[config.mk]
export PLATFORM = sky130hd
export DESIGN_NAME = imc_op_scheduler
export DESIGN_NICKNAME = d
export VERILOG_FILES = /design/src/rtl/imc_op_scheduler.sv
export SDC_FILE = /design/constraint.sdc
export NUM_CORES = 1
export LEC_CHECK = 0
export CAP_MARGIN = 20
export CORE_MARGIN = 2
export CORE_UTILIZATION = 31
export DETAILED_ROUTE_END_ITERATION = 16
export PLACE_DENSITY = 0.61
export SETUP_SLACK_MARGIN = 0.1
export SLEW_MARGIN = 20
export SYNTH_ARGS = -nofsm -noshare
export SYNTH_HDL_FRONTEND = slang
export SYNTH_SLANG_ARGS = --single-unit
[constraint.sdc]
create_clock -name clk -period 3.45 [get_ports clk]
set_clock_uncertainty 0.1 [all_clocks]
set_input_delay 0.69 -clock clk [delete_from_list [all_inputs] [get_ports clk]]
set_output_delay 0.69 -clock clk [all_outputs]
set_load 0.02 [all_outputs]
[src/rtl/imc_op_scheduler.sv]
`timescale 1ns/1ps
// imc_op_scheduler
// Shares one SRAM/IMC controller between a host memory port and an IMC job
// engine. One controller transaction is in flight at a time; completion is
// tracked through ctrl_halt and reported with single-cycle done pulses.
//
// Optional feature (macro IMC_SCHED_WDOG_EN): launch watchdog. A request
// that sees no ctrl_halt within TIMEOUT launch cycles is dropped and
// sched_err latches high until reset. Without the macro sched_err is 0.
//
// Ports
//   clk, reset            clock (posedge), async active-low reset
//   host_req/rw/addr      host single-row request (level, held until gnt)
//   host_gnt, host_done   1-cycle pulses: accepted / finished
//   imc_start/num_vec     start an IMC job of imc_num_vec vector cycles
//   imc_busy, imc_done    job in progress / last vector finished (pulse)
//   vec_left              vectors remaining in current job
//   ctrl_*                request outputs to the controller; all registered
//   ctrl_halt             controller busy indication (1 while op runs)
//   sched_err             sticky watchdog error
module imc_op_scheduler #(
  parameter int NVEC_W  = 8,
  parameter int TIMEOUT = 64
) (
  input  logic              clk,
  input  logic              reset,
  input  logic              host_req,
  input  logic              host_rw,
  input  logic [3:0]        host_addr,
  output logic              host_gnt,
  output logic              host_done,
  input  logic              imc_start,
  input  logic [NVEC_W-1:0] imc_num_vec,
  output logic              imc_busy,
  output logic              imc_done,
  output logic [NVEC_W-1:0] vec_left,
  output logic              ctrl_rw,
  output logic [3:0]        ctrl_addr,
  output logic              ctrl_en_dec,
  output logic              ctrl_mem_en,
  output logic              ctrl_imc_en,
  input  logic              ctrl_halt,
  output logic              sched_err
);

  typedef enum logic [1:0] {S_IDLE, S_LAUNCH, S_RUN, S_GAP} state_t;

  state_t            state_q, state_d;
  logic              own_imc_q, own_imc_d;    // owner of the op in flight
  logic              last_imc_q, last_imc_d;  // last completed grant was IMC
  logic              host_gnt_q, host_gnt_d;
  logic              host_done_q, host_done_d;
  logic              imc_busy_q, imc_busy_d;
  logic              imc_done_q, imc_done_d;
  logic [NVEC_W-1:0] vec_left_q, vec_left_d;
  logic              ctrl_rw_q, ctrl_rw_d;
  logic [3:0]        ctrl_addr_q, ctrl_addr_d;
  logic              ctrl_en_dec_q, ctrl_en_dec_d;
  logic              ctrl_mem_en_q, ctrl_mem_en_d;
  logic              ctrl_imc_en_q, ctrl_imc_en_d;
  logic              imc_pend;
`ifdef IMC_SCHED_WDOG_EN
  logic [15:0]       wdog_cnt_q, wdog_cnt_d;
  logic              err_q, err_d;
`endif

  always_comb begin
    state_d       = state_q;
    own_imc_d     = own_imc_q;
    last_imc_d    = last_imc_q;
    host_gnt_d    = 1'b0;
    host_done_d   = 1'b0;
    imc_done_d    = 1'b0;
    imc_busy_d    = imc_busy_q;
    vec_left_d    = vec_left_q;
    ctrl_rw_d     = ctrl_rw_q;
    ctrl_addr_d   = ctrl_addr_q;
    ctrl_en_dec_d = ctrl_en_dec_q;
    ctrl_mem_en_d = ctrl_mem_en_q;
    ctrl_imc_en_d = ctrl_imc_en_q;
`ifdef IMC_SCHED_WDOG_EN
    wdog_cnt_d    = wdog_cnt_q;
    err_d         = err_q;
`endif
    imc_pend      = imc_busy_q && (vec_left_q != '0);

    // Job acceptance; an empty job completes immediately without a launch.
    if (imc_start && !imc_busy_q) begin
      if (imc_num_vec == '0) begin
        imc_done_d = 1'b1;
      end else begin
        imc_busy_d = 1'b1;
        vec_left_d = imc_num_vec;
      end
    end

    case (state_q)
      S_IDLE: begin
        // Round-robin on contention: host wins unless it was granted last.
        if (host_req && (!imc_pend || last_imc_q)) begin
          host_gnt_d    = 1'b1;
          own_imc_d     = 1'b0;
          ctrl_mem_en_d = 1'b1;
          ctrl_en_dec_d = 1'b1;
          ctrl_rw_d     = host_rw;
          ctrl_addr_d   = host_addr;
          state_d       = S_LAUNCH;
        end else if (imc_pend) begin
          own_imc_d     = 1'b1;
          ctrl_imc_en_d = 1'b1;
          ctrl_en_dec_d = 1'b0;
          ctrl_rw_d     = 1'b1;
          state_d       = S_LAUNCH;
        end
`ifdef IMC_SCHED_WDOG_EN
        wdog_cnt_d = '0;
`endif
      end
      S_LAUNCH: begin
        if (ctrl_halt) begin
          state_d = S_RUN;
        end
`ifdef IMC_SCHED_WDOG_EN
        else begin
          wdog_cnt_d = wdog_cnt_q + 16'd1;
          // This is the TIMEOUT-th launch cycle without a halt: give up.
          if (wdog_cnt_q == 16'(TIMEOUT - 1)) begin
            err_d         = 1'b1;
            ctrl_mem_en_d = 1'b0;
            ctrl_imc_en_d = 1'b0;
            ctrl_en_dec_d = 1'b0;
            ctrl_rw_d     = 1'b1;
            if (own_imc_q) begin
              imc_busy_d = 1'b0;
              vec_left_d = '0;
            end
            state_d = S_IDLE;
          end
        end
`endif
      end
      S_RUN: begin
        // Completion effects are registered so they show during S_GAP.
        if (!ctrl_halt) begin
          ctrl_mem_en_d = 1'b0;
          ctrl_imc_en_d = 1'b0;
          ctrl_en_dec_d = 1'b0;
          ctrl_rw_d     = 1'b1;
          if (own_imc_q) begin
            vec_left_d = vec_left_q - 1'b1;
            if (vec_left_q == NVEC_W'(1)) begin
              imc_done_d = 1'b1;
              imc_busy_d = 1'b0;
            end
          end else begin
            host_done_d = 1'b1;
          end
          state_d = S_GAP;
        end
      end
      S_GAP: begin
        last_imc_d = own_imc_q;
        state_d    = S_IDLE;
      end
      default: state_d = S_IDLE;
    endcase
  end

  always_ff @(posedge clk or negedge reset) begin
    if (!reset) begin
      state_q       <= S_IDLE;
      own_imc_q     <= 1'b0;
      last_imc_q    <= 1'b1;
      host_gnt_q    <= 1'b0;
      host_done_q   <= 1'b0;
      imc_busy_q    <= 1'b0;
      imc_done_q    <= 1'b0;
      vec_left_q    <= '0;
      ctrl_rw_q     <= 1'b1;
      ctrl_addr_q   <= '0;
      ctrl_en_dec_q <= 1'b0;
      ctrl_mem_en_q <= 1'b0;
      ctrl_imc_en_q <= 1'b0;
`ifdef IMC_SCHED_WDOG_EN
      wdog_cnt_q    <= '0;
      err_q         <= 1'b0;
`endif
    end else begin
      state_q       <= state_d;
      own_imc_q     <= own_imc_d;
      last_imc_q    <= last_imc_d;
      host_gnt_q    <= host_gnt_d;
      host_done_q   <= host_done_d;
      imc_busy_q    <= imc_busy_d;
      imc_done_q    <= imc_done_d;
      vec_left_q    <= vec_left_d;
      ctrl_rw_q     <= ctrl_rw_d;
      ctrl_addr_q   <= ctrl_addr_d;
      ctrl_en_dec_q <= ctrl_en_dec_d;
      ctrl_mem_en_q <= ctrl_mem_en_d;
      ctrl_imc_en_q <= ctrl_imc_en_d;
`ifdef IMC_SCHED_WDOG_EN
      wdog_cnt_q    <= wdog_cnt_d;
      err_q         <= err_d;
`endif
    end
  end

  assign host_gnt    = host_gnt_q;
  assign host_done   = host_done_q;
  assign imc_busy    = imc_busy_q;
  assign imc_done    = imc_done_q;
  assign vec_left    = vec_left_q;
  assign ctrl_rw     = ctrl_rw_q;
  assign ctrl_addr   = ctrl_addr_q;
  assign ctrl_en_dec = ctrl_en_dec_q;
  assign ctrl_mem_en = ctrl_mem_en_q;
  assign ctrl_imc_en = ctrl_imc_en_q;

`ifdef IMC_SCHED_WDOG_EN
  assign sched_err = err_q;
`else
  // TIMEOUT only has meaning with the watchdog present.
  logic [15:0] unused_timeout;
  assign unused_timeout = 16'(TIMEOUT);
  assign sched_err      = 1'b0;
`endif

endmodule

* After elaboration in Yosys (flattened, before gate mapping)
Index checks and enable logic that the tools add are counted.
Storage, ports and cells: bits of input ports 18, output and inout bits 21, register bits 24
Operators by class: add/sub/neg operators 1, equality and inequality tests 10, reduce and logical (&&, ||, !) cells 17, multiplexer cells 40
Operators by type and width (count):
- 2-to-1 mux 8 bit | 5
- 2-to-1 mux 1 bit | 26
- != test 2 bit (second input constant) | 5
- AND reduction 3 bit | 3
- equality test 8 x 1 -> 1 bit (second input constant) | 1
- zero test 8 bit | 1
- 2-to-1 mux 2 bit | 4
- case mux 1 bit (2 select lines) | 4
- case mux 2 bit (4 select lines) | 1
- nonzero test 8 bit | 1
- subtractor 8 x 1 -> 8 bit (second input constant) | 1
- equality test 2 bit (second input constant) | 2
- AND reduction 2 bit | 2
- AND reduction 4 bit | 1
- nonzero test 2 bit | 2
- logical AND 1 bit | 3
- != test 3 bit (second input constant) | 1
- equality test 2 x 1 -> 1 bit (second input constant) | 1
- zero test 1 bit | 2
- zero test 2 bit | 1
- logical OR 1 bit | 1

* Depth between registers and ports, before layout
Gate-level depths: netlist of the first run.
depth after elaboration 7, depth in mapped cells 7

* Worst setup path after synthesis of the first run
Ideal clock, no wire load.
path kind reg-to-reg, from register vec_left_q[0], in the netlist vec_left[0], to register ctrl_rw_q, in the netlist ctrl_rw, arrival 2125 ps, cell stages (with the launch flop) 7, slack 1143 ps, cells stage by stage dfrtp_1 > inv_1 > ha_1 > or3b_2 > o211a_4 > or4_1 > mux2_2
On the way: cells in the longest elaborated chain, start to end 7
Ends and longest elaborated chain:
- start: declaration | RTL line 55 | logic [NVEC_W-1:0] vec_left_q, vec_left_d;
- start signal: assignment | RTL line 196 | vec_left_q <= vec_left_d;
- nonzero test 8 bit * | RTL line 85 | imc_pend = imc_busy_q && (vec_left_q != '0);
- logical AND 1 bit * | RTL line 85
- zero test 1 bit | RTL line 100 | if (host_req && (!imc_pend || last_imc_q)) begin
- logical OR 1 bit | RTL line 100
- logical AND 1 bit | RTL line 100
- != test 3 bit (no source line) / 2-to-1 mux 1 bit (equally long branches)
- AND reduction 3 bit (no source line) / case mux 1 bit (2 select lines) (equally long branches)
- end signal: assignment | RTL line 197 | ctrl_rw_q <= ctrl_rw_d;
- end: declaration | RTL line 56 | logic ctrl_rw_q, ctrl_rw_d;
Every way passes the cells marked *; elsewhere a longest branch is shown, timed or not. A chain may end at the register's enable or synchronous reset.

* Worst setup path after layout of the first run
from register vec_left_q[0], in the netlist vec_left[0], to register state_q[1]
On the way: cells in the longest elaborated chain, start to end 7
Ends and longest elaborated chain:
- nonzero test 8 bit * | RTL line 85
- logical AND 1 bit * | RTL line 85
- zero test 1 bit | RTL line 100
- logical OR 1 bit | RTL line 100
- logical AND 1 bit | RTL line 100
- 2-to-1 mux 2 bit / != test 3 bit (equally long branches)
- case mux 2 bit (4 select lines) / AND reduction 3 bit (equally long branches)
- end signal: assignment | RTL line 189 | state_q <= state_d;
- end: declaration | RTL line 48 | state_t state_q, state_d;
Marks and branches as above.

==> run summary, run 1 <==
Result of the run -> complete, no violations
Post-CTS setup buffer count -> 0
Average wire length per cell after detail routing -> 15.6 µm
Power consumption -> 0.00157 W
Area growth syn-to-layout -> 34.0%
Number of optimization iterations in the first detailed-route pass -> 4
Ratio of cells with drive above 1 in the final layout -> 0.101
Final global-route overflow total -> 0
Number of flops mapped to enable cells by yosys -> 0
Post-detailed-route DRC marker count -> 0
Area share of the leading cell type in the synthesized netlist -> 0.409
Clock transition at the registers of the reported paths -> 0.08 ns
TritonCTS clock tree -> done
Unrepaired setup endpoints after global routing -> no
Path type of the worst min-delay path -> reg -> reg
Final setup fails -> 0
Net total in the final layout -> 197
Antenna diode count -> 0
Maximum clock frequency -> 411 MHz
Final core occ -> 0.442
Post-Route WL -> 3410 µm
Via Count -> 1196
Total negative setup slack -> 0 ns
Hold Buf Count CTS -> 0
Yosys warnings -> 0
Setup Crit Path Kind -> reg -> reg
Pin slew with the least headroom to its limit -> 0.536 ns
Antenna-violating nets left -> 0
Category of the worst setup path capture point -> flip-flop
Die Area -> 0.00489 mm²
Number of DRC markers in iteration 0 -> 119
Most frequent standard cell in the layout excluding fill and tap cells -> sky130_fd_sc_hd__clkdlybuf4s50_1
Slowest cell on the critical path -> sky130_fd_sc_hd__or3b_2
Nets in the synthesized netlist -> 159
Die boundary height -> 69.9 µm
Largest cells by area after synthesis -> sky130_fd_sc_hd__dfrtp_1 41%, sky130_fd_sc_hd__ha_1 7.4%, sky130_fd_sc_hd__mux2_2 5.0%, sky130_fd_sc_hd__dfstp_2 3.9%, sky130_fd_sc_hd__o21ai_0 3.0%
Post-synth cell types -> 43
Number of sinks handled by clock tree synthesis -> 24
Max-cap violations -> 0
Resize count post-CTS -> 0
Maximum single-stage delay on the critical path -> 0.48 ns
Top FF cell, synth -> sky130_fd_sc_hd__dfrtp_1
Filler cell count -> 400
Count of port buffers added during placement -> 37
Leakage power total -> 0.742 nW
Via density per instance -> 5.46
Initial cell density of the core -> 0.330
Estimated wirelength of the detail-placed design -> 2570 µm
Final Max Slew Viols -> 0
Seq/Total Area, Yosys -> 0.448
Vias in the first global route -> 1229
Boundary Pins -> 39
Flops & latches, synth -> 24
Final clock period utilization by the worst path -> 0.705
Maximum vdd ir drop -> 312 µV
Average cell area after synthesis -> 10.1 µm²
Number of standard-cell rows in the floorplan -> 23
Commonest cells after routing, fill and taps aside -> 37 x sky130_fd_sc_hd__clkdlybuf4s50_1, 22 x sky130_fd_sc_hd__dfrtp_1, 10 x sky130_fd_sc_hd__inv_1
Pin count of the biggest net entering global routing -> 25
Netlist Area Pre-Place -> 0.00135 mm²
Wire length of the first global-routing pass -> 5790 µm
Area of the core -> 0.00409 mm²
Initial antenna violation count -> 0
Type of element launching the critical path -> flip-flop
CTS H-Tree Depth -> 1
Worst path required time -> 3.51 ns
Proportion of register bits with asynchronous set or reset after synthesis -> 1.00
Overall fraction of global-route tracks in use -> 0.146
GP Congestion -> 0.896
Worst-case clock buffer depth -> 2
Cells along the critical path -> inv_1, ha_1, or3b_2, o21ai_0, a221oi_1, mux2_2
Source-to-sink clock delay at the later pin of the worst-skew pair -> 0.26 ns
Clk root buf -> sky130_fd_sc_hd__clkbuf_8
Hold violation total from the final report -> 0
CTS Buf Count -> 3
Pwr per Cell Area -> 867 mW/mm²
Rel. slew slack -> 0.639
Post-route minimum period -> 2.43 ns
Arrival time of data at the critical path endpoint -> 2.49 ns
Cells after Synth -> 133
Post-synth top area cell -> sky130_fd_sc_hd__dfrtp_1
Crit path max fanout -> 7
Die Span X -> 69.9 µm
==> worst max-delay path, delay by kind of cell, from the launching register on <==
kind                       cells  cell delay (ns)
DFF                            1             0.46
AOI/OAI and AO/OA              2             0.66
adders and majority gates      1             0.16
muxes                          1             0.31
and+or+nand+nor                1             0.48
buffers and inverters          1             0.16
==> metrics by stage <==
stage / instance area [µm²] / worst slack [ns] / hold slack [ns] / std cells
after floorplan: 1350 / 1.14 / 0.294 / 133
after global placement: 1760 / 0.821 / 0.393 / 216
after detailed placement: 1760 / 0.778 / 0.400 / 216
after CTS: 1810 / 1.03 / 0.419 / 219
after global routing: 1810 / 0.876 / 0.441 / 219
final: 1810 / 1.02 / 0.414 / 219
==> power breakdown <==
part           switching, W  leakage [nW]  total [W]  internal (W)
registers          0.000127         0.290   0.000534      0.000408
logic              0.000456         0.431   0.000869      0.000413
clock network     0.0000841        0.0216   0.000162     0.0000780
==> worst paths after layout <==
| check | start | end | slack (ns) | cells after the start |
|---|---|---|---|---|
| max | vec_left[0] | state_q[1] | 1.02 | 6 |
| min | ctrl_addr[2] | ctrl_addr[2] | 0.41 | 1 |
| max reg2reg | vec_left[0] | state_q[1] | 1.02 | 6 |
| min reg2reg | ctrl_addr[2] | ctrl_addr[2] | 0.41 | 1 |
| max in group asynchronous | reset | ctrl_rw | 2.26 | 2 |
| min in group asynchronous | reset | imc_done | 0.69 | 2 |
==> logic make-up (layout without fill, tap and decap cells) <==
| logic type | after synthesis | count (layout) | synth area share |
|---|---|---|---|
| other | 1 | 1 | 0.00278 |
| and+or+nand+nor | 38 | 38 | 0.158 |
| buffers and inverters | 15 | 51 | 0.0455 |
| DFF | 24 | 24 | 0.448 |
| muxes | 7 | 7 | 0.0576 |
| adders and majority gates | 8 | 8 | 0.0743 |
| AOI/OAI and AO/OA | 40 | 40 | 0.215 |
==> final cells by class <==
cell class | count | area (µm²) | share of cell area
Clock buffer | 3 | 41.3 | 0.0229
Inverter | 10 | 37.5 | 0.0208
Multi-Input combinational cell | 94 | 683 | 0.378
Sequential cell | 24 | 603 | 0.334
Tap cell | 50 | 62.6 | 0.0347
Timing Repair Buffer | 38 | 378 | 0.209
==> flip-flops by register name, summed over array words and instances, names as in the netlist <==
register,count
host_gnt,1
own_imc_q,1
host_done,1
ctrl_addr,4
ctrl_imc_en,1
last_imc_q,1
imc_busy,1
ctrl_mem_en,1
ctrl_en_dec,1
vec_left,8
imc_done,1
state_q,2
ctrl_rw,1
==> Yosys cell counts (2+ instances only) <==
library cell,count
sky130_fd_sc_hd__dfrtp_1,22
sky130_fd_sc_hd__inv_1,10
sky130_fd_sc_hd__ha_1,8
sky130_fd_sc_hd__o21ai_0,8
sky130_fd_sc_hd__a21oi_1,7
sky130_fd_sc_hd__nand2_1,7
sky130_fd_sc_hd__mux2_2,6
sky130_fd_sc_hd__nor3_1,6
sky130_fd_sc_hd__nor2_1,5
sky130_fd_sc_hd__a221oi_1,3
sky130_fd_sc_hd__clkbuf_1,3
sky130_fd_sc_hd__nand3_1,3
sky130_fd_sc_hd__nor2b_1,3
sky130_fd_sc_hd__nor4_1,3
sky130_fd_sc_hd__o21a_1,3
sky130_fd_sc_hd__or4_1,3
sky130_fd_sc_hd__a211oi_1,2
sky130_fd_sc_hd__a221o_1,2
sky130_fd_sc_hd__a2bb2oi_1,2
sky130_fd_sc_hd__dfstp_2,2
sky130_fd_sc_hd__nand2b_1,2
sky130_fd_sc_hd__o211ai_1,2
==> per-layer routing <==
layer | vias up | global-route usage | part of all wire | wire [µm]
met5 | - | 0 | 0 | 0
met4 | 0 | 0.0470 | 0.018 | 61
met3 | 7 | 0.0303 | 0.065 | 220
met2 | 50 | 0.257 | 0.49 | 1670
met1 | 576 | 0.177 | 0.43 | 1460
li1 | 563 | - | - | -
Power figures use the tool's default switching activity.
==> inputs of run 2 (changes only) <==
--- a/config.mk
+++ b/config.mk
@@ -9,7 +9,7 @@
 export CORE_MARGIN = 2
 export CORE_UTILIZATION = 31
 export DETAILED_ROUTE_END_ITERATION = 16
-export PLACE_DENSITY = 0.61
+export PLACE_DENSITY = 0.63
 export SETUP_SLACK_MARGIN = 0.1
 export SLEW_MARGIN = 20
 export SYNTH_ARGS = -nofsm -noshare
==> constraint.sdc (replaced) <==
create_clock -name clk -period 2.23 [get_ports clk]
set_clock_uncertainty 0.1 [all_clocks]
set_input_delay 0.446 -clock clk [delete_from_list [all_inputs] [get_ports clk]]
set_output_delay 0.446 -clock clk [all_outputs]
set_load 0.02 [all_outputs]
==> run 2 against run 1 <==
  * Register-to-register slack got worse by 0.91 ns
  * Hold slack barely moved
  * Die area unchanged
  * Count of clock-buffer cells in the layout is 1 higher
  * Sequential power rose by 44%
  * Wire length increased by 7.0%
  * Largest cell class unchanged
  * Critical endpoint is now ctrl_rw
  * Non-clock buffer count rose by 18
  * Core utilization up 4.1 points
  * Global-route usage increased by 1.2 points
  * First-iteration DRC count up 16%
  * Sequential share of layout area is 2.6 points lower
  * Combinational power increased by 89%
==> run summary, run 2 (synthesis results as in run 1) <==
Post-Route WL -> 3650 µm
Area of the core -> 0.00409 mm²
Maximum clock frequency -> 471 MHz
Power consumption -> 0.00271 W
Worst-case clock buffer depth -> 2
Initial antenna violation count -> 0
Non-Filler Instances -> 238
Buf+Inv Stages, Crit Path -> 0
Antenna diode count -> 0
Post-route worst setup slack -> 0.109 ns
First element of the critical path -> vec_left[4]
Rel. slew slack -> 0.588
Final clock period utilization by the worst path -> 0.951
Top cell family by delay on the critical path -> simple AND/OR/NAND/NOR gates
Met2 Routed Length -> 1830 µm
Cells along the critical path -> or4_4, o211a_4, or4_1, mux2_4
Post-route minimum period -> 2.12 ns
CTS H-Tree Depth -> 1
Pwr per Cell Area -> 1370 mW/mm²
Register-to-register setup slack -> 0.11 ns
Number of cells on the critical path -> 4
Wire length on met3 -> 249 µm
Final global-route overflow total -> 0
Worst path required time -> 2.33 ns
Area growth syn-to-layout -> 46.3%
Type of element launching the critical path -> flip-flop
Post-detailed-route DRC marker count -> 0
Number of optimization iterations in the first detailed-route pass -> 4
Average wire length per cell after detail routing -> 15.3 µm
Clk root buf -> sky130_fd_sc_hd__clkbuf_8
Commonest cells after routing, fill and taps aside -> 37 x sky130_fd_sc_hd__clkdlybuf4s50_1, 19 x sky130_fd_sc_hd__dfrtp_1, 19 x sky130_fd_sc_hd__buf_4
DR top layer -> met4
Crit path max fanout -> 5
Leakage power total -> 0.838 nW
Worst setup path endpoint -> ctrl_rw
Maximum vdd ir drop -> 618 µV
Clock transition at the registers of the reported paths -> 0.08 ns
Result of the run -> complete, no violations
Total negative setup slack -> 0 ns
Unrepaired setup endpoints after global routing -> yes
Number of standard-cell rows in the floorplan -> 23
Die Span X -> 69.9 µm
Maximum single-stage delay on the critical path -> 0.58 ns
Max reg flops -> 8
Number of cells on the worst reg-to-reg path -> 4
Worst reg2reg endpoint -> ctrl_rw
Via Count -> 1263
Worst Hold Slack -> 0.414 ns
Arrival time of data at the critical path endpoint -> 2.22 ns
Setup Crit Path Kind -> reg -> reg
Overall fraction of global-route tracks in use -> 0.158
Count of port buffers added during placement -> 37
Source-to-sink clock delay at the later pin of the worst-skew pair -> 0.26 ns
Hold Buf Count CTS -> 0
Vias in the first global route -> 1340
Dpl cells -> 231
Die Area -> 0.00489 mm²
Category of the worst setup path capture point -> flip-flop
Number of sinks handled by clock tree synthesis -> 24
Total routed wire length on the met1 layer -> 1530 µm
Die boundary height -> 69.9 µm
Initial cell density of the core -> 0.330
Estimated wirelength of the detail-placed design -> 2810 µm
Number of DRC markers in iteration 0 -> 138
Pin slew with the least headroom to its limit -> 0.613 ns
Hold violation total from the final report -> 0
CTS Buf Count -> 3
Boundary Pins -> 39
Ratio of cells with drive above 1 in the final layout -> 0.223
Pin count of the biggest net entering global routing -> 25
Max-cap violations -> 0
Net total in the final layout -> 215
Wire length of the first global-routing pass -> 6290 µm
Antenna-violating nets left -> 0
TritonCTS clock tree -> done
Final setup fails -> 0
Path type of the worst min-delay path -> reg -> reg
Final Max Slew Viols -> 0
Worst R2R Start -> vec_left[4]
Worst slack, placed -> -0.0229 ns
Via density per instance -> 5.31
Slowest cell on the critical path -> sky130_fd_sc_hd__or4_4
GP Congestion -> 0.925
Most frequent standard cell in the layout excluding fill and tap cells -> sky130_fd_sc_hd__clkdlybuf4s50_1
[run 2: changes by cell type in the layout (fill, tap and decap cells not counted), moves of 2 or more]
| cell | before | now |
|---|---|---|
| sky130_fd_sc_hd__dfrtp_2 | 0 | 3 |
| sky130_fd_sc_hd__buf_4 | 1 | 19 |
| sky130_fd_sc_hd__inv_1 | 10 | 8 |
| sky130_fd_sc_hd__inv_2 | 0 | 2 |
| sky130_fd_sc_hd__dfrtp_1 | 22 | 19 |
[run 2: worst min-delay path by stage]
stage / to / depth (start not counted) / from
after global routing: ctrl_imc_en / 2 / reset
after global placement: ctrl_addr[2] / 1 / ctrl_addr[2]
final: ctrl_addr[2] / 1 / ctrl_addr[2]
after CTS: ctrl_addr[2] / 1 / ctrl_addr[2]
after floorplan: ctrl_addr[0] / 0 / reset
after detailed placement: ctrl_addr[2] / 1 / ctrl_addr[2]
[run 2: stage by stage]
stage / util / cell area [µm²]
3_3_place_gp: 0.461 / 1880
4_1_cts: 0.481 / 1970
3_5_place_dp: 0.461 / 1880
6_report: 0.483 / 1970
2_1_floorplan: - / 1350
5_1_grt: 0.483 / 1970
[run 2: layout make-up]
class | instances | area, µm²
inverter | 10 | 37.5
tap | 50 | 62.6
multi-input combinational | 94 | 697
timing repair buffer | 56 | 513
clock buffer | 4 | 55.1
fill | 390 | 2110
sequential | 24 | 607
[run 2: repair_timing]
item                       CTS  global route
setup buffers                3             0
pin swaps                    1             1
resized for setup            1             2
setup endpoints to repair    5             1
[run 2: power breakdown]
group | total [W] | internal [W] | switching, W
Sequential | 0.000769 | 0.000636 | 0.000132
Combinational | 0.00164 | 0.000810 | 0.000834
Clock | 0.000294 | 0.000158 | 0.000136
[run 2: layer usage]
layer | up-vias | track usage
met2 | 60 | 0.277
met5 | - | 0
met4 | 0 | 0.0342
met3 | 7 | 0.0361
li1 | 602 | -
met1 | 594 | 0.197
